--- src/rtl/gru_ctrl_pkg.sv ---
// Shared types and default constants for the GRU sequence controller.
package gru_ctrl_pkg;

    localparam int DEF_DATA_WIDTH  = 8;
    localparam int DEF_FRACT_WIDTH = 5;
    localparam int DEF_CELL_LAT    = 2;
    localparam int LAT_W           = 4;   // holds CELL_LAT-1 for CELL_LAT up to 15

    typedef enum logic [1:0] {
        IDLE = 2'd0,
        WAIT = 2'd1,
        CAPT = 2'd2,
        OUT  = 2'd3
    } gru_state_t;

endpackage

--- src/rtl/gru_lat_timer.sv ---
// Loadable down-counter that times the settle window of the external GRU cell.
module gru_lat_timer #(
    parameter int W = 4
) (
    input  logic         clk,
    input  logic         rst_n,
    input  logic         clr,
    input  logic         load,
    input  logic         dec,
    input  logic [W-1:0] load_val,
    output logic         zero
);

    logic [W-1:0] cnt;

    // Clear has priority, then load, then a decrement that stops at zero.
    always_ff @(posedge clk or negedge rst_n) begin
        if (!rst_n) begin
            cnt <= '0;
        end else if (clr) begin
            cnt <= '0;
        end else if (load) begin
            cnt <= load_val;
        end else if (dec && (cnt != '0)) begin
            cnt <= cnt - 1'b1;
        end
    end

    assign zero = (cnt == '0);

endmodule

--- src/rtl/gru_seq_ctrl.sv ---
// Step controller for an external combinational GRU cell: accepts one sample,
// waits for the cell to settle, captures h_out and offers it downstream.
module gru_seq_ctrl
    import gru_ctrl_pkg::*;
#(
    parameter int DATA_WIDTH  = DEF_DATA_WIDTH,
    parameter int FRACT_WIDTH = DEF_FRACT_WIDTH,
    parameter int CELL_LAT    = DEF_CELL_LAT,
    parameter int CNT_W       = 8
) (
    input  logic                         clk,
    input  logic                         rst_n,
    input  logic                         clr,
    input  logic                         x_valid,
    output logic                         x_ready,
    input  logic signed [DATA_WIDTH-1:0] x_data,
    input  logic                         x_last,
    output logic signed [DATA_WIDTH-1:0] cell_x,
    output logic signed [DATA_WIDTH-1:0] cell_h_in,
    input  logic signed [DATA_WIDTH-1:0] cell_h_out,
    output logic                         h_valid,
    input  logic                         h_ready,
    output logic signed [DATA_WIDTH-1:0] h_data,
    output logic                         h_last,
    output logic [CNT_W-1:0]             step_cnt,
    output logic                         busy
);

    // Fixed-point format is only carried for the cell; sanity-check it here.
    if (CELL_LAT < 1 || CELL_LAT > 15) begin : g_bad_lat
        $error("gru_seq_ctrl: CELL_LAT must be 1..15");
    end
    if (FRACT_WIDTH < 0 || FRACT_WIDTH >= DATA_WIDTH) begin : g_bad_fract
        $error("gru_seq_ctrl: FRACT_WIDTH must be below DATA_WIDTH");
    end

    gru_state_t                   state;
    logic signed [DATA_WIDTH-1:0] x_reg;
    logic signed [DATA_WIDTH-1:0] h_reg;
    logic                         last_reg;
    logic                         lat_zero;
    logic                         lat_load;
    logic                         lat_dec;

    // Timer is loaded on the accepting cycle and counts only while in WAIT.
    always_comb begin
        lat_load = (state == IDLE) && x_valid && !clr;
        lat_dec  = (state == WAIT);
    end

    gru_lat_timer #(
        .W (LAT_W)
    ) u_lat_timer (
        .clk      (clk),
        .rst_n    (rst_n),
        .clr      (clr),
        .load     (lat_load),
        .dec      (lat_dec),
        .load_val (LAT_W'(CELL_LAT - 1)),
        .zero     (lat_zero)
    );

    // Step sequencing FSM with registered handshake and status outputs.
    always_ff @(posedge clk or negedge rst_n) begin
        if (!rst_n) begin
            state    <= IDLE;
            x_reg    <= '0;
            h_reg    <= '0;
            last_reg <= 1'b0;
            step_cnt <= '0;
            x_ready  <= 1'b1;
            h_valid  <= 1'b0;
            busy     <= 1'b0;
        end else if (clr) begin
            state    <= IDLE;
            x_reg    <= '0;
            h_reg    <= '0;
            last_reg <= 1'b0;
            step_cnt <= '0;
            x_ready  <= 1'b1;
            h_valid  <= 1'b0;
            busy     <= 1'b0;
        end else begin
            case (state)
                IDLE: begin
                    if (x_valid) begin
                        x_reg    <= x_data;
                        last_reg <= x_last;
                        x_ready  <= 1'b0;
                        busy     <= 1'b1;
                        state    <= WAIT;
                    end
                end
                WAIT: begin
                    if (lat_zero) begin
                        state <= CAPT;
                    end
                end
                CAPT: begin
                    h_reg <= cell_h_out;
                    if (step_cnt != '1) begin
                        step_cnt <= step_cnt + 1'b1;
                    end
                    h_valid <= 1'b1;
                    state   <= OUT;
                end
                OUT: begin
                    if (h_ready) begin
                        if (last_reg) begin
                            h_reg    <= '0;
                            step_cnt <= '0;
                        end
                        h_valid <= 1'b0;
                        x_ready <= 1'b1;
                        busy    <= 1'b0;
                        state   <= IDLE;
                    end
                end
                default: begin
                    state <= IDLE;
                end
            endcase
        end
    end

    assign cell_x    = x_reg;
    assign cell_h_in = h_reg;
    assign h_data    = h_reg;
    assign h_last    = last_reg;

endmodule

--- config.mk ---
export PLATFORM = sky130hd
export DESIGN_NAME = gru_seq_ctrl
export DESIGN_NICKNAME = d
export VERILOG_FILES = /design/src/rtl/gru_ctrl_pkg.sv /design/src/rtl/gru_lat_timer.sv /design/src/rtl/gru_seq_ctrl.sv
export SDC_FILE = /design/constraint.sdc
export NUM_CORES = 1
export LEC_CHECK = 0
export ABC_CLOCK_PERIOD_IN_PS = 2800
export CAP_MARGIN = 20
export CORE_MARGIN = 3
export CORE_UTILIZATION = 48
export DETAILED_ROUTE_END_ITERATION = 8
export PLACE_DENSITY = 0.84
export SLEW_MARGIN = 20
export SYNTH_ARGS = -nofsm -noshare
export SYNTH_HDL_FRONTEND = slang
export SYNTH_SLANG_ARGS = --single-unit
--- constraint.sdc ---
create_clock -name clk -period 2.8 [get_ports clk]
set_input_delay 0.56 -clock clk [delete_from_list [all_inputs] [get_ports clk]]
set_output_delay 0.56 -clock clk [all_outputs]
set_load 0.05 [all_outputs]
Word-level counts from Yosys, hierarchy flattened
Cells that the tools add are included.

Bits of input ports: 22. Output and inout bits: 36. Register bits: 34.

Equal/unequal tests: 9. Add/sub/neg operators: 2. Reduce and logical (&&, ||, !) cells: 18. Muxes and demuxes: 31.

Operators with widths (number): two-way mux 8 bit (8); one-hot mux 8 bit (2 select lines) (2); inequality test 3 bit, second input constant (5); two-way mux 4 bit (3); two-way mux 1 bit (10); AND reduction 3 bit (3); nonzero test 3 bit (3); adder 8 x 1 -> 8 bit, second input constant (1); two-way mux 2 bit (4); inequality test 8 bit, second input constant (1); one-hot mux 2 bit (4 select lines) (1); one-hot mux 1 bit (2 select lines) (3); == test 2 bit, second input constant (2); logical NOT 4 bit (1); AND reduction 2 bit (2); AND reduction 4 bit (1); nonzero test 2 bit (2); nonzero test 4 bit (1); subtractor 4 x 1 -> 4 bit, second input constant (1); logical AND 1 bit (3); == test 2 x 1 -> 1 bit, second input constant (1); logical NOT 2 bit (1); logical NOT 1 bit (1).

Depth between registers and ports, before layout
Word-level depth: 5. Mapped depth: 7.

Modules after synthesis
Synthesis repeated with hierarchy kept, for this count alone.

Cells, all modules: 200. Area total of the unflattened synthesis: 1823.0 um2.

By module, submodules not included: gru_seq_ctrl (instances 1, area each 1530.2 um2, cells an instance 169); gru_lat_timer (instances 1, area each 292.8 um2, cells an instance 31).

Worst setup path before layout
OpenSTA, ideal clock, no wires.

Path kind: register to register. Start point: reg u_lat_timer.cnt[0]. End point: reg state[1]. Data arrival time: 1.682 ns. Stages on the path, launching flop included: 7. Setup slack: 0.999 ns. Required time: 2.681 ns. Path through: dfrtp_1 -> inv_1 -> ha_1 -> or3b_4 -> a222oi_1 -> mux2i_1 -> nor2_1.

Cells in the longest elaborated chain, start to end: 3.

Ends and longest elaborated chain: from (decl) (line gru_lat_timer.sv:14) `logic [W-1:0] cnt;`; from (signal assigned) (line gru_lat_timer.sv:23) `cnt <= load_val;`; from (signal assigned) (line gru_lat_timer.sv:25) `cnt <= cnt - 1'b1;`; logical NOT 4 bit (line gru_lat_timer.sv:29) `assign zero = (cnt == '0);`; inequality test 3 bit (no source line); AND reduction 3 bit (no source line); to (signal assigned) (line gru_seq_ctrl.sv:66) `state <= IDLE;`; to (signal assigned) (line gru_seq_ctrl.sv:75) `state <= IDLE;`; to (signal assigned) (line gru_seq_ctrl.sv:91) `state <= WAIT;`; to (decl) (line gru_seq_ctrl.sv:37) `gru_state_t state;`.

No other way between the ends. A chain may end at the register's enable or synchronous reset.

Worst setup path after layout
Start point: reg x_ready. End point: out x_ready.

RTL lines: from (decl) (line gru_seq_ctrl.sv:15) `output logic x_ready,`; from (signal assigned) (line gru_seq_ctrl.sv:71) `x_ready <= 1'b1;`; from (signal assigned) (line gru_seq_ctrl.sv:80) `x_ready <= 1'b1;`; from (signal assigned) (line gru_seq_ctrl.sv:89) `x_ready <= 1'b0;`.

No word-level cell between the ends.

==> metrics.md <==
| Metric | Value |
|---|---|
| Antenna violations before repair | 0 |
| Critical hold path startpoint | cell_x[4] |
| Static leakage | 1.02 nW |
| Worst-case register-to-register setup slack | 830 ps |
| Slew at the pin closest to its max-slew limit | 584 ps |
| Max Buffers Root-to-Sink | 2 |
| Post-layout minimum cycle time | between 2000 and 2500 ps |
| Maximum clock skew at final layout | 6.46 ps |
| Post-synthesis instance area | approximately 1700 sq um |
| Total die area | around 4300 sq um |
| Root buffer cell | clkbuf_4 |
| Cell accounting for the most synthesized area | dfrtp_1 |
| Wire length of the first global-routing pass | 6.31 mm |
| Number of distinct library cells after synthesis | 37 |
| Gate family responsible for the most delay along the worst path | buffers and inverters |
| Worst hold path type | flop to flop |
| Reg-to-reg critical path startpoint | u_lat_timer.cnt[0] |
| Clock network latency to the later pin of the worst-skew pair | 330 ps |
| Worst Hold End | cell_x[4] |
| Endpoint kind of the worst setup timing path | output port |
| Post-CTS sizing | 0 |
| Slowest Stage Delay on Critical Path | 800 ps |
| Unrepaired setup endpoints after global routing | false |
| Finished Layout Cells | 271 |
| Io pins | 58 |
| Number of max-slew violations in the final report | 0 |
| Total CTS buffers | 5 |
| Final net count | between 200 and 300 |
| Share of the clock period used by the worst path after layout | 79.8% |
| Met1 usage in global routing | between 20% and 30% |
| Post-DR wirelength/cell | 13.4 um |
| Synthesis-to-layout area growth | 35.1% |
| Count of endpoints failing setup in the final report | 0 |
| Cell area reported after detailed placement | 2260 sq um |
| Vias in the first global route | 1393 |
| Total grt overflow | 0 |
| Critical path class | flop to output port |
| Final-layout worst hold slack | 523 ps |
| CTS HTree Levels | 2 |
| Maximum clock frequency | 0.448 GHz |
| Max FO, Critical Path | 3 |
| Setup fix buffers added after clock tree synthesis | 0 |
| Worst path cell trace | clkdlybuf4s50_1 |
| GP Congestion | slightly below 0.8 |
| Total of fill cells in the finished design | 269 |
| Data required time at the worst endpoint | 2240 ps |
| Synth Net Count | 201 |
| Worst Setup Start Kind | flop |
| FF+latch count, synth | 34 |
| Worst path arrival time | 1670 ps |
| Largest net degree at the start of global routing | 35 |
| Clock transition time at the flip-flop clock pins of the worst setup and hold paths | around 90 ps |
| Area of the core region | roughly 3400 sq um |
| Share of layout cells above drive strength 1 | slightly below 5% |
| Final setup TNS | 0 ps |
| Layer with the highest usage after global routing | met2 |
| GRT met2 Usage | 30.6% |
| Number of input and output port buffers inserted | 57 |
| Count of routing violations after the opening detailed-route iteration | between 70 and 80 |
| Instance count after placement with tap cells included | 264 |
| Count of cells along the worst hold path | 2 |
| Hold_buf cts | 0 |
| Fraction of the yosys area taken by sequential cells | 50.0% |
| Finished Cell Area | 2300 sq um |
| Chip Width | 65.6 um |
| Synth warnings | 0 |
| Synth area leaders | dfrtp_1 48%, nand2_1 6.2%, ha_1 5.1% |
| Height of the die | 65.6 um |
| Crit Reg-Reg Endpoint | state[1] |
| Placement Rows | 21 |
| Drt total wl | between 3 and 4 mm |
| Final total power | 2.03 mW |
| First-pass detailed-route iteration total | 4 |
| Total half-perimeter wirelength after legalization and detailed placement | 2.65 mm |
| Peak supply drop | between 500 and 600 uV |
| Tightest slew margin relative to the limit | 61.0% |
| GR Util All Layers | 18.8% |
| Num Clock Sinks | 34 |
| Synthesized instance count | 172 |
| Detailed-route via count | 1395 |
| Detail-routed via count per cell | 5.15 |
| Crit path max-delay cell type | clkdlybuf4s50_1 |
| Initial core utilization | 50.3% |
| Total count of hold-check failures in the final report | 0 |
| Share of the synthesized area in the top cell type | 48.5% |
| CTS tree | done |
| Average cell area after synthesis | 9.91 sq um |
| Met3 usage in global routing | 2.56% |
| Status | complete, no violations |
| Power density of the placed cells | 881 nW/um^2 |
| Depth of the most critical reg-to-reg path | 6 |
| Post-DRT Antenna Nets | 0 |
| Count of inserted antenna diode cells | 0 |
| Residual DRC count | 0 |
| Combined buffer and inverter count along the critical path | 1 |
| Max-capacitance violation count | 0 |
-- worst max path at each step --
stage,from,endpoint,depth (start not counted)
2_1_floorplan,u_lat_timer.cnt[0],state[1],6
3_3_place_gp,clr,step_cnt[5],4
3_5_place_dp,clr,step_cnt[3],5
4_1_cts,x_ready,x_ready,1
5_1_grt,x_ready,x_ready,1
6_report,x_ready,x_ready,1
-- layer usage --
layer  routed length [um]  share of wire (%)
met3                  142                3.9
met4                   46                1.3
met1                 1690                 46
met5                    0                  0
met2                 1760                 48
-- placed cells by master (no fill, tap or decap), drive strengths merged, types with 2 or more instances in the layout --
cell / n
nor2b: 4
dfrtp: 33
a21o: 2
o21bai: 2
clkdlybuf4s50: 57
and3: 2
xor2: 2
nand3: 6
nor3: 6
ha: 7
a21oi: 15
inv: 6
o21ai: 4
nor3b: 2
a22o: 6
nor2: 8
buf: 3
xnor2: 2
and2: 4
mux2i: 3
clkbuf: 7
nand2: 28
a221o: 3
-- metrics by stage --
step | worst slack [ps] | utilization (%)
after global routing | 528 | 67.9
final | 566 | 67.9
after detailed placement | 399 | 66.6
after CTS | 554 | 67.9
after floorplan | 999 | -
after global placement | 472 | 66.6
-- power breakdown --
| group | leakage (nW) | switching, mW | total (mW) | internal (mW) |
|---|---|---|---|---|
| logic | 0.536 | 0.694 | 1.09 | 0.393 |
| clock network | 0.0254 | 0.150 | 0.245 | 0.0946 |
| registers | 0.459 | 0.0952 | 0.696 | 0.601 |
-- Yosys cell counts, drive strengths merged --
library cell,instances
xnor2,2
xor2,2
dfrtp,33
nand4b,1
nand2b,1
nor3b,2
o21ai,4
o31a,1
mux2i,3
o31ai,1
or2,1
and3,2
a21oi,15
a222oi,1
a22o,6
ha,7
inv,6
o22a,1
clkinvlp,1
a221o,3
clkbuf,4
o21bai,2
nor2b,4
a2bb2oi,1
and2,4
and4,1
a311oi,1
a21o,2
nor3,6
nor2,8
dfstp,1
nand3,6
buf,10
or3b,1
nand2,28
-- layout make-up --
class                           count  area, sq um  area share [%]
Sequential cell                    34          852            37.0
Multi-Input combinational cell    117          727            31.6
Timing Repair Buffer               60          593            25.8
Tap cell                           46         57.6            2.50
Clock buffer                        7         45.0            1.96
Inverter                            7         27.5            1.20
-- sequential cells by signal, summed over array words and instances (netlist names) --
name / cells
h_last: 1
step_cnt: 8
cell_h_in: 8
h_valid: 1
x_ready: 1
u_lat_timer.cnt: 4
state: 2
cell_x: 8
busy: 1
-- cells by family (layout without fill, tap and decap cells) --
family,after synthesis,after routing,share of synthesized area (%)
AND/OR/NAND/NOR,65,65,18.4
AO/OA/AOI/OAI,38,38,15.3
flip-flops,34,34,50.0
buffers and inverters,21,74,7.34
adder cells (fa/ha/maj),7,7,5.14
XOR/XNOR,4,4,2.06
multiplexers,3,3,1.76
No activity file was read; power rests on OpenSTA's default activity.
